$ cat src/rtl/mult_div_unit_if.sv
// ============================================================================
// Module      : mult_div_unit_if
// Description : Request/response bundle for the iterative multiply/divide
//               unit. The master (pipeline side) drives start, cancel, op and
//               the operands. The slave (mult_div_unit) returns busy, the
//               one-cycle done pulse and the hi/lo result pair.
// Ports       : start, cancel, op[1:0], srcA, srcB     (master -> slave)
//               busy, done, hiOut, loOut                (slave -> master)
// Revision    : 1.0 - initial release
// ============================================================================
`default_nettype none

interface mult_div_unit_if #(
    parameter int WIDTH = 32
);
    logic             start;
    logic             cancel;
    logic [1:0]       op;
    logic [WIDTH-1:0] srcA;
    logic [WIDTH-1:0] srcB;
    logic             busy;
    logic             done;
    logic [WIDTH-1:0] hiOut;
    logic [WIDTH-1:0] loOut;

    modport master (
        output start, cancel, op, srcA, srcB,
        input  busy, done, hiOut, loOut
    );

    modport slave (
        input  start, cancel, op, srcA, srcB,
        output busy, done, hiOut, loOut
    );
endinterface

`default_nettype wire

$ cat src/rtl/mult_div_unit.sv
// ============================================================================
// Module      : mult_div_unit
// Description : Iterative MULT/MULTU/DIV/DIVU unit for the EX stage. Signed
//               operands are reduced to magnitudes on launch, WIDTH iterations
//               of shift-add (multiply) or restoring division are run, and a
//               final cycle applies sign correction and registers {hi, lo}.
//               Start edge to done pulse is WIDTH+1 cycles.
// Ports       : CLK        clock, all state on posedge
//               RST        asynchronous reset, active-high
//               bus        mult_div_unit_if slave modport
//                          (start, cancel, op, srcA, srcB -> busy, done,
//                           hiOut, loOut)
// Revision    : 1.0 - initial release
// ============================================================================
`default_nettype none

module mult_div_unit #(
    parameter int WIDTH = 32
) (
    input  wire logic            CLK,
    input  wire logic            RST,
    mult_div_unit_if.slave       bus
);

    localparam int CW = $clog2(WIDTH + 1);

    typedef enum logic [1:0] {
        IDLE = 2'd0,
        CALC = 2'd1,
        FIX  = 2'd2
    } state_t;

    state_t           state;
    logic [CW-1:0]    count;
    logic             busy_r;
    logic             done_r;
    logic [WIDTH-1:0] hi_r;
    logic [WIDTH-1:0] lo_r;

    // Working registers. For multiply {acc_hi, acc_lo} is {P, multiplier}
    // and opnd holds the multiplicand magnitude. For divide {acc_hi, acc_lo}
    // is {R, Q} with Q initially the dividend magnitude, and opnd holds the
    // divisor magnitude.
    logic [WIDTH-1:0] acc_hi;
    logic [WIDTH-1:0] acc_lo;
    logic [WIDTH-1:0] opnd;
    logic             is_div;
    logic             neg_lo;     // negate product / quotient
    logic             neg_hi;     // remainder follows dividend sign
    logic             div_zero;
    logic [WIDTH-1:0] dividend;   // raw srcA, returned as hi on divide by zero

    // Launch-time operand conditioning
    logic             a_neg;
    logic             b_neg;
    logic [WIDTH-1:0] mag_a;
    logic [WIDTH-1:0] mag_b;

    // One iteration of each algorithm
    logic [WIDTH:0]   mul_sum;
    logic [WIDTH:0]   div_tmp;
    logic [WIDTH:0]   div_diff;
    logic             div_ge;

    // Sign-corrected results
    logic [2*WIDTH-1:0] prod;
    logic [2*WIDTH-1:0] prod_fix;
    logic [WIDTH-1:0]   quo_fix;
    logic [WIDTH-1:0]   rem_fix;

    always_comb begin
        // Signed ops have op[0]==0; magnitude of the most negative value
        // still fits the unsigned WIDTH-bit range.
        a_neg = ~bus.op[0] & bus.srcA[WIDTH-1];
        b_neg = ~bus.op[0] & bus.srcB[WIDTH-1];
        mag_a = a_neg ? (~bus.srcA + 1'b1) : bus.srcA;
        mag_b = b_neg ? (~bus.srcB + 1'b1) : bus.srcB;

        // Shift-add: add multiplicand when the multiplier LSB is set; the
        // carry bit feeds the right shift of {P, multiplier}.
        mul_sum = {1'b0, acc_hi} + (acc_lo[0] ? {1'b0, opnd} : {(WIDTH+1){1'b0}});

        // Restoring divide: shifted partial remainder needs one extra bit.
        div_tmp  = {acc_hi, acc_lo[WIDTH-1]};
        div_diff = div_tmp - {1'b0, opnd};
        div_ge   = (div_tmp >= {1'b0, opnd});

        prod     = {acc_hi, acc_lo};
        prod_fix = neg_lo ? (~prod + 1'b1) : prod;
        quo_fix  = neg_lo ? (~acc_lo + 1'b1) : acc_lo;
        rem_fix  = neg_hi ? (~acc_hi + 1'b1) : acc_hi;
    end

    always_ff @(posedge CLK or posedge RST) begin
        if (RST) begin
            state    <= IDLE;
            count    <= '0;
            busy_r   <= 1'b0;
            done_r   <= 1'b0;
            hi_r     <= '0;
            lo_r     <= '0;
            acc_hi   <= '0;
            acc_lo   <= '0;
            opnd     <= '0;
            is_div   <= 1'b0;
            neg_lo   <= 1'b0;
            neg_hi   <= 1'b0;
            div_zero <= 1'b0;
            dividend <= '0;
        end else begin
            done_r <= 1'b0;
            case (state)
                IDLE: begin
                    if (bus.start) begin
                        state    <= CALC;
                        count    <= '0;
                        busy_r   <= 1'b1;
                        is_div   <= bus.op[1];
                        neg_lo   <= a_neg ^ b_neg;
                        neg_hi   <= a_neg;
                        div_zero <= bus.op[1] & (bus.srcB == '0);
                        dividend <= bus.srcA;
                        acc_hi   <= '0;
                        if (bus.op[1]) begin
                            acc_lo <= mag_a;
                            opnd   <= mag_b;
                        end else begin
                            acc_lo <= mag_b;
                            opnd   <= mag_a;
                        end
                    end
                end

                CALC: begin
                    if (bus.cancel) begin
                        state  <= IDLE;
                        busy_r <= 1'b0;
                    end else begin
                        if (is_div) begin
                            if (div_ge) begin
                                acc_hi <= div_diff[WIDTH-1:0];
                                acc_lo <= {acc_lo[WIDTH-2:0], 1'b1};
                            end else begin
                                acc_hi <= div_tmp[WIDTH-1:0];
                                acc_lo <= {acc_lo[WIDTH-2:0], 1'b0};
                            end
                        end else begin
                            acc_hi <= mul_sum[WIDTH:1];
                            acc_lo <= {mul_sum[0], acc_lo[WIDTH-1:1]};
                        end
                        count <= count + 1'b1;
                        if (count == CW'(WIDTH - 1)) begin
                            state <= FIX;
                        end
                    end
                end

                FIX: begin
                    state  <= IDLE;
                    busy_r <= 1'b0;
                    if (!bus.cancel) begin
                        done_r <= 1'b1;
                        if (!is_div) begin
                            hi_r <= prod_fix[2*WIDTH-1:WIDTH];
                            lo_r <= prod_fix[WIDTH-1:0];
                        end else if (div_zero) begin
                            hi_r <= dividend;
                            lo_r <= '1;
                        end else begin
                            hi_r <= rem_fix;
                            lo_r <= quo_fix;
                        end
                    end
                end

                default: begin
                    state  <= IDLE;
                    busy_r <= 1'b0;
                end
            endcase
        end
    end

    assign bus.busy  = busy_r;
    assign bus.done  = done_r;
    assign bus.hiOut = hi_r;
    assign bus.loOut = lo_r;

endmodule

`default_nettype wire
$ cat src/flat_wrapper.sv
// flat-port wrapper written by rule: the top's interface ports become plain ports
module mult_div_unit_flat 
#(
    parameter int WIDTH = 32
)
  (CLK, RST, bus_start, bus_cancel, bus_op, bus_srcA, bus_srcB, bus_busy, bus_done, bus_hiOut, bus_loOut);
  mult_div_unit_if #(.WIDTH(WIDTH)) bus_i ();
  input  wire logic CLK;
  input  wire logic RST;
  input wire logic [$bits(bus_i.start)-1:0] bus_start;
  input wire logic [$bits(bus_i.cancel)-1:0] bus_cancel;
  input wire logic [$bits(bus_i.op)-1:0] bus_op;
  input wire logic [$bits(bus_i.srcA)-1:0] bus_srcA;
  input wire logic [$bits(bus_i.srcB)-1:0] bus_srcB;
  output wire logic [$bits(bus_i.busy)-1:0] bus_busy;
  output wire logic [$bits(bus_i.done)-1:0] bus_done;
  output wire logic [$bits(bus_i.hiOut)-1:0] bus_hiOut;
  output wire logic [$bits(bus_i.loOut)-1:0] bus_loOut;
  assign bus_i.start = bus_start;
  assign bus_i.cancel = bus_cancel;
  assign bus_i.op = bus_op;
  assign bus_i.srcA = bus_srcA;
  assign bus_i.srcB = bus_srcB;
  assign bus_busy = bus_i.busy;
  assign bus_done = bus_i.done;
  assign bus_hiOut = bus_i.hiOut;
  assign bus_loOut = bus_i.loOut;
  mult_div_unit #(.WIDTH(WIDTH)) u_core (.CLK(CLK), .RST(RST), .bus(bus_i));
endmodule
$ cat config.mk
export PLATFORM = sky130hd
export DESIGN_NAME = mult_div_unit_flat
export DESIGN_NICKNAME = d
export VERILOG_FILES = /design/src/rtl/mult_div_unit_if.sv /design/src/rtl/mult_div_unit.sv /design/src/flat_wrapper.sv
export SDC_FILE = /design/constraint.sdc
export NUM_CORES = 1
export LEC_CHECK = 0
export ABC_AREA = 1
export CAP_MARGIN = 10
export CORE_MARGIN = 8
export CORE_UTILIZATION = 60
export CTS_BUF_LIST = sky130_fd_sc_hd__clkbuf_4
export CTS_CLUSTER_DIAMETER = 200
export CTS_CLUSTER_SIZE = 30
export DETAILED_ROUTE_END_ITERATION = 10
export GPL_ROUTABILITY_DRIVEN = 0
export HOLD_SLACK_MARGIN = 0.15
export MAX_ROUTING_LAYER = met4
export PLACE_DENSITY = 0.78
export SYNTH_ARGS = -nofsm -noshare
export SYNTH_HDL_FRONTEND = slang
export SYNTH_SLANG_ARGS = --single-unit
$ cat constraint.sdc
create_clock -name CLK -period 9.25 [get_ports CLK]
set_clock_uncertainty 0.05 [all_clocks]
set_input_delay 2.775 -clock CLK [delete_from_list [all_inputs] [get_ports CLK]]
set_output_delay 2.775 -clock CLK [all_outputs]
set_load 0.01 [all_outputs]
==> flow_summary.toml <==
[timing]
fin_tns_setup_ns = 0
tightest_slew_ns = 1.167
max-slew-margin-rel = 0.2211
rsz0062_at_grt = "no"
fmax_ghz = 0.1960
maxSlewViolCount = 0
setup_viol = 0
min_period_ns = 5.101
hold_violations = 0
fin_crit_sh = 0.5515
whs_ns = 0.4774

[drt]
avgRoutedWirePerCell_um = 20.20
wl_mm = 76.33
drtIter0Drc = 3529
route.detailed.drc = 0
ant_nets = 0
dr.pass1.iters = 9
via_per_inst = 6.149
via_count = 23230

[global_route]
grt_pass1_wl_mm = 118.2
grt_usage = 0.3957
overflow = 0
grt_max_degree = 87
grt_pass1_vias = 21180
antenna_found_initial = 5

[synth]
synth_area_per_cell_um2 = 6.004
ys_ff_latch = 206
synthTopCellsByArea = "dfrtp_1, nand2_1, inv_1"
yosysWarnings = 0
seq_area_frac_synth = 0.2614
syn_inst = 3285
synth_top_cells_by_count = "nand2_1, inv_1, nor2_1"
synth.distinct_cells = 58
synth-main-ff-cell = "dfrtp_1"
syn_nets = 3426
synth_top_area_frac = 0.2614
synthesis.area_um2 = 19720
yosys.area.top_type = "dfrtp_1"
async_flop_share = 1.000
synth.most_common_cell = "nand2_1"
synth_edf_count = 0

[floorplanning]
fp.coreArea_um2 = 32450
io_pins = 136
rows = 66
dieWidth_um = 197.3
die_h_um = 197.3
die_area_um2 = 38930
start_util = 0.6077

[place]
hpwl_mm = 60.38
place.port_buffers = 135

[worst_setup_path]
r2r_setup_slack_ns = 5.38
crit_fanout = 52
r2r_end = "u_core.acc_hi[3]$_DFFE_PP0P_"
reg2reg_depth = 12
slowest_stage = "nor2_1"
end_kind = "flop"
path_cells = "clkdlybuf4s50_1, nand2_2, nor2_1, inv_1, o221ai_1"
crit_type = "primary input to flop"
critPathCapture = "u_core.opnd[13]$_DFFE_PP0P_"
arrival_ns = 5.70
r2r_start = "u_core.opnd[29]$_DFFE_PP0P_"
max_stage_delay_ns = 0.97
start_kind = "primary input"
startpoint = "bus_start"
required_ns = 9.85

[clock_tree]
cts.sinks = 206
cts_buffers = 10
cts_tree = "done"
hold_buffers = 0
clk_pin_slew_ns = 0.30
cts_resized = 0
insertion_delay_ns = 0.73
root_buffer = "clkbuf_4"
clk_path_buf_depth = 3
cts_setup_buffers = 0
htreeDepth = 1

[hold_path]
hold_path_class = "flop to flop"

[outcome]
status = "completed"

[layout]
syn_to_final_growth_pct = 8.723
nets = 3471
drive_gt1_frac = 0.03693

[power]
p_leak_nw = 10.81
p_per_area_nw_per_um2 = 261.6
vdd_drop_max_v = 0.0001581

[job]
drv_cap = 0
[sequential cells by signal, summed over array words and instances, names as in the netlist, 2 cells and up]
signal and flops:
u_core.state 2, u_core.bus.loOut 32, u_core.count 6, u_core.bus.hiOut 32, u_core.acc_lo 32, u_core.dividend 32, u_core.opnd 32, u_core.acc_hi 32
[how the worst min path moves through the flow]
stage / cells past startpoint / slack (ns) / startpoint / end
6_report: 2 / 0.48 / u_core.bus.hiOut[15]$_DFFE_PP0P_ / u_core.bus.hiOut[15]$_DFFE_PP0P_
5_1_grt: 2 / 0.49 / u_core.bus.hiOut[13]$_DFFE_PP0P_ / u_core.bus.hiOut[13]$_DFFE_PP0P_
4_1_cts: 2 / 0.48 / u_core.bus.hiOut[13]$_DFFE_PP0P_ / u_core.bus.hiOut[13]$_DFFE_PP0P_
3_5_place_dp: 2 / 0.42 / u_core.bus.hiOut[23]$_DFFE_PP0P_ / u_core.bus.hiOut[23]$_DFFE_PP0P_
3_3_place_gp: 2 / 0.41 / u_core.bus.hiOut[20]$_DFFE_PP0P_ / u_core.bus.hiOut[20]$_DFFE_PP0P_
2_1_floorplan: 2 / 0.39 / u_core.dividend[8]$_DFFE_PP0P_ / u_core.dividend[8]$_DFFE_PP0P_
[critical path, delay by kind of cell]
family / cells / cell delay (ns)
simple gates: 2 / 1.52
buf+inv: 2 / 1.01
compound gates: 1 / 0.34
[per-layer routing]
layer,up-vias,wire [um],track usage
met5,-,0,-
met4,0,5950,0.2435
met3,367,9910,0.08842
met2,1664,32120,0.5786
met1,10530,28350,0.4932
li1,10670,-,-
[cell usage in the layout, fill, tap and decap left out, drive strengths merged, types with 3 or more instances in the layout]
cell           netlist  routed
nand2              957     957
inv                464     464
nor2               404     404
nand3              329     329
o21ai              215     215
dfrtp              206     206
a21oi              188     188
clkdlybuf4s50        0     135
xor2                71      71
ha                  69      69
nand4               37      37
o211ai              33      33
nor3                29      29
or2                 22      22
a2bb2oi             21      21
buf                 32      16
a31oi               15      15
o221ai              14      14
a21boi              14      14
xnor2               12      12
clkbuf              86      11
a22oi               10      10
o22ai               10      10
nand3b               8       8
o21bai               6       6
diode                0       5
o21a                 5       5
o31ai                4       4
and3                 4       4
nor4                 3       3
[power by group]
| part | internal, mW | total [mW] | switching (mW) |
|---|---|---|---|
| Combinational | 1.15 | 3.68 | 2.53 |
| Sequential | 1.09 | 1.55 | 0.458 |
| Clock | 0.112 | 0.385 | 0.273 |
[stage by stage]
stage               setup slack, ns  area [um2]  std cells    util  power, mW
global placement              3.112       21270       3759  0.6555      4.983
finish                        4.149       21440       3778  0.6607      5.610
detailed placement            2.986       21270       3759  0.6555      5.045
global route                  3.978       21440       3778  0.6607      6.027
CTS                           3.780       21420       3772  0.6599      5.442
floorplan                    0.8009       19720       3285       -      3.979
[cells by family (layout without fill, tap and decap cells)]
family	count (synthesis)	after routing	share of synthesized area
adders and majority gates	71	71	0.04580
AOI/OAI and AO/OA	543	543	0.1590
and+or+nand+nor	1797	1797	0.3826
muxes	1	1	0.0005075
buffers and inverters	584	630	0.1138
xor gates and xnor gates	83	83	0.03686
other	0	5	0
DFF	206	206	0.2614
[area by class of cell]
class	instances	area [um2]
Timing Repair Buffer	151	1479
Clock buffer	11	82.58
Antenna cell	5	12.51
Clock inverter	2	60.06
Inverter	466	1758
Sequential cell	206	5160
Tap cell	442	553.0
Multi-Input combinational cell	2495	12340
Fill cell	3129	11010
Power figures use the tool's default switching activity.
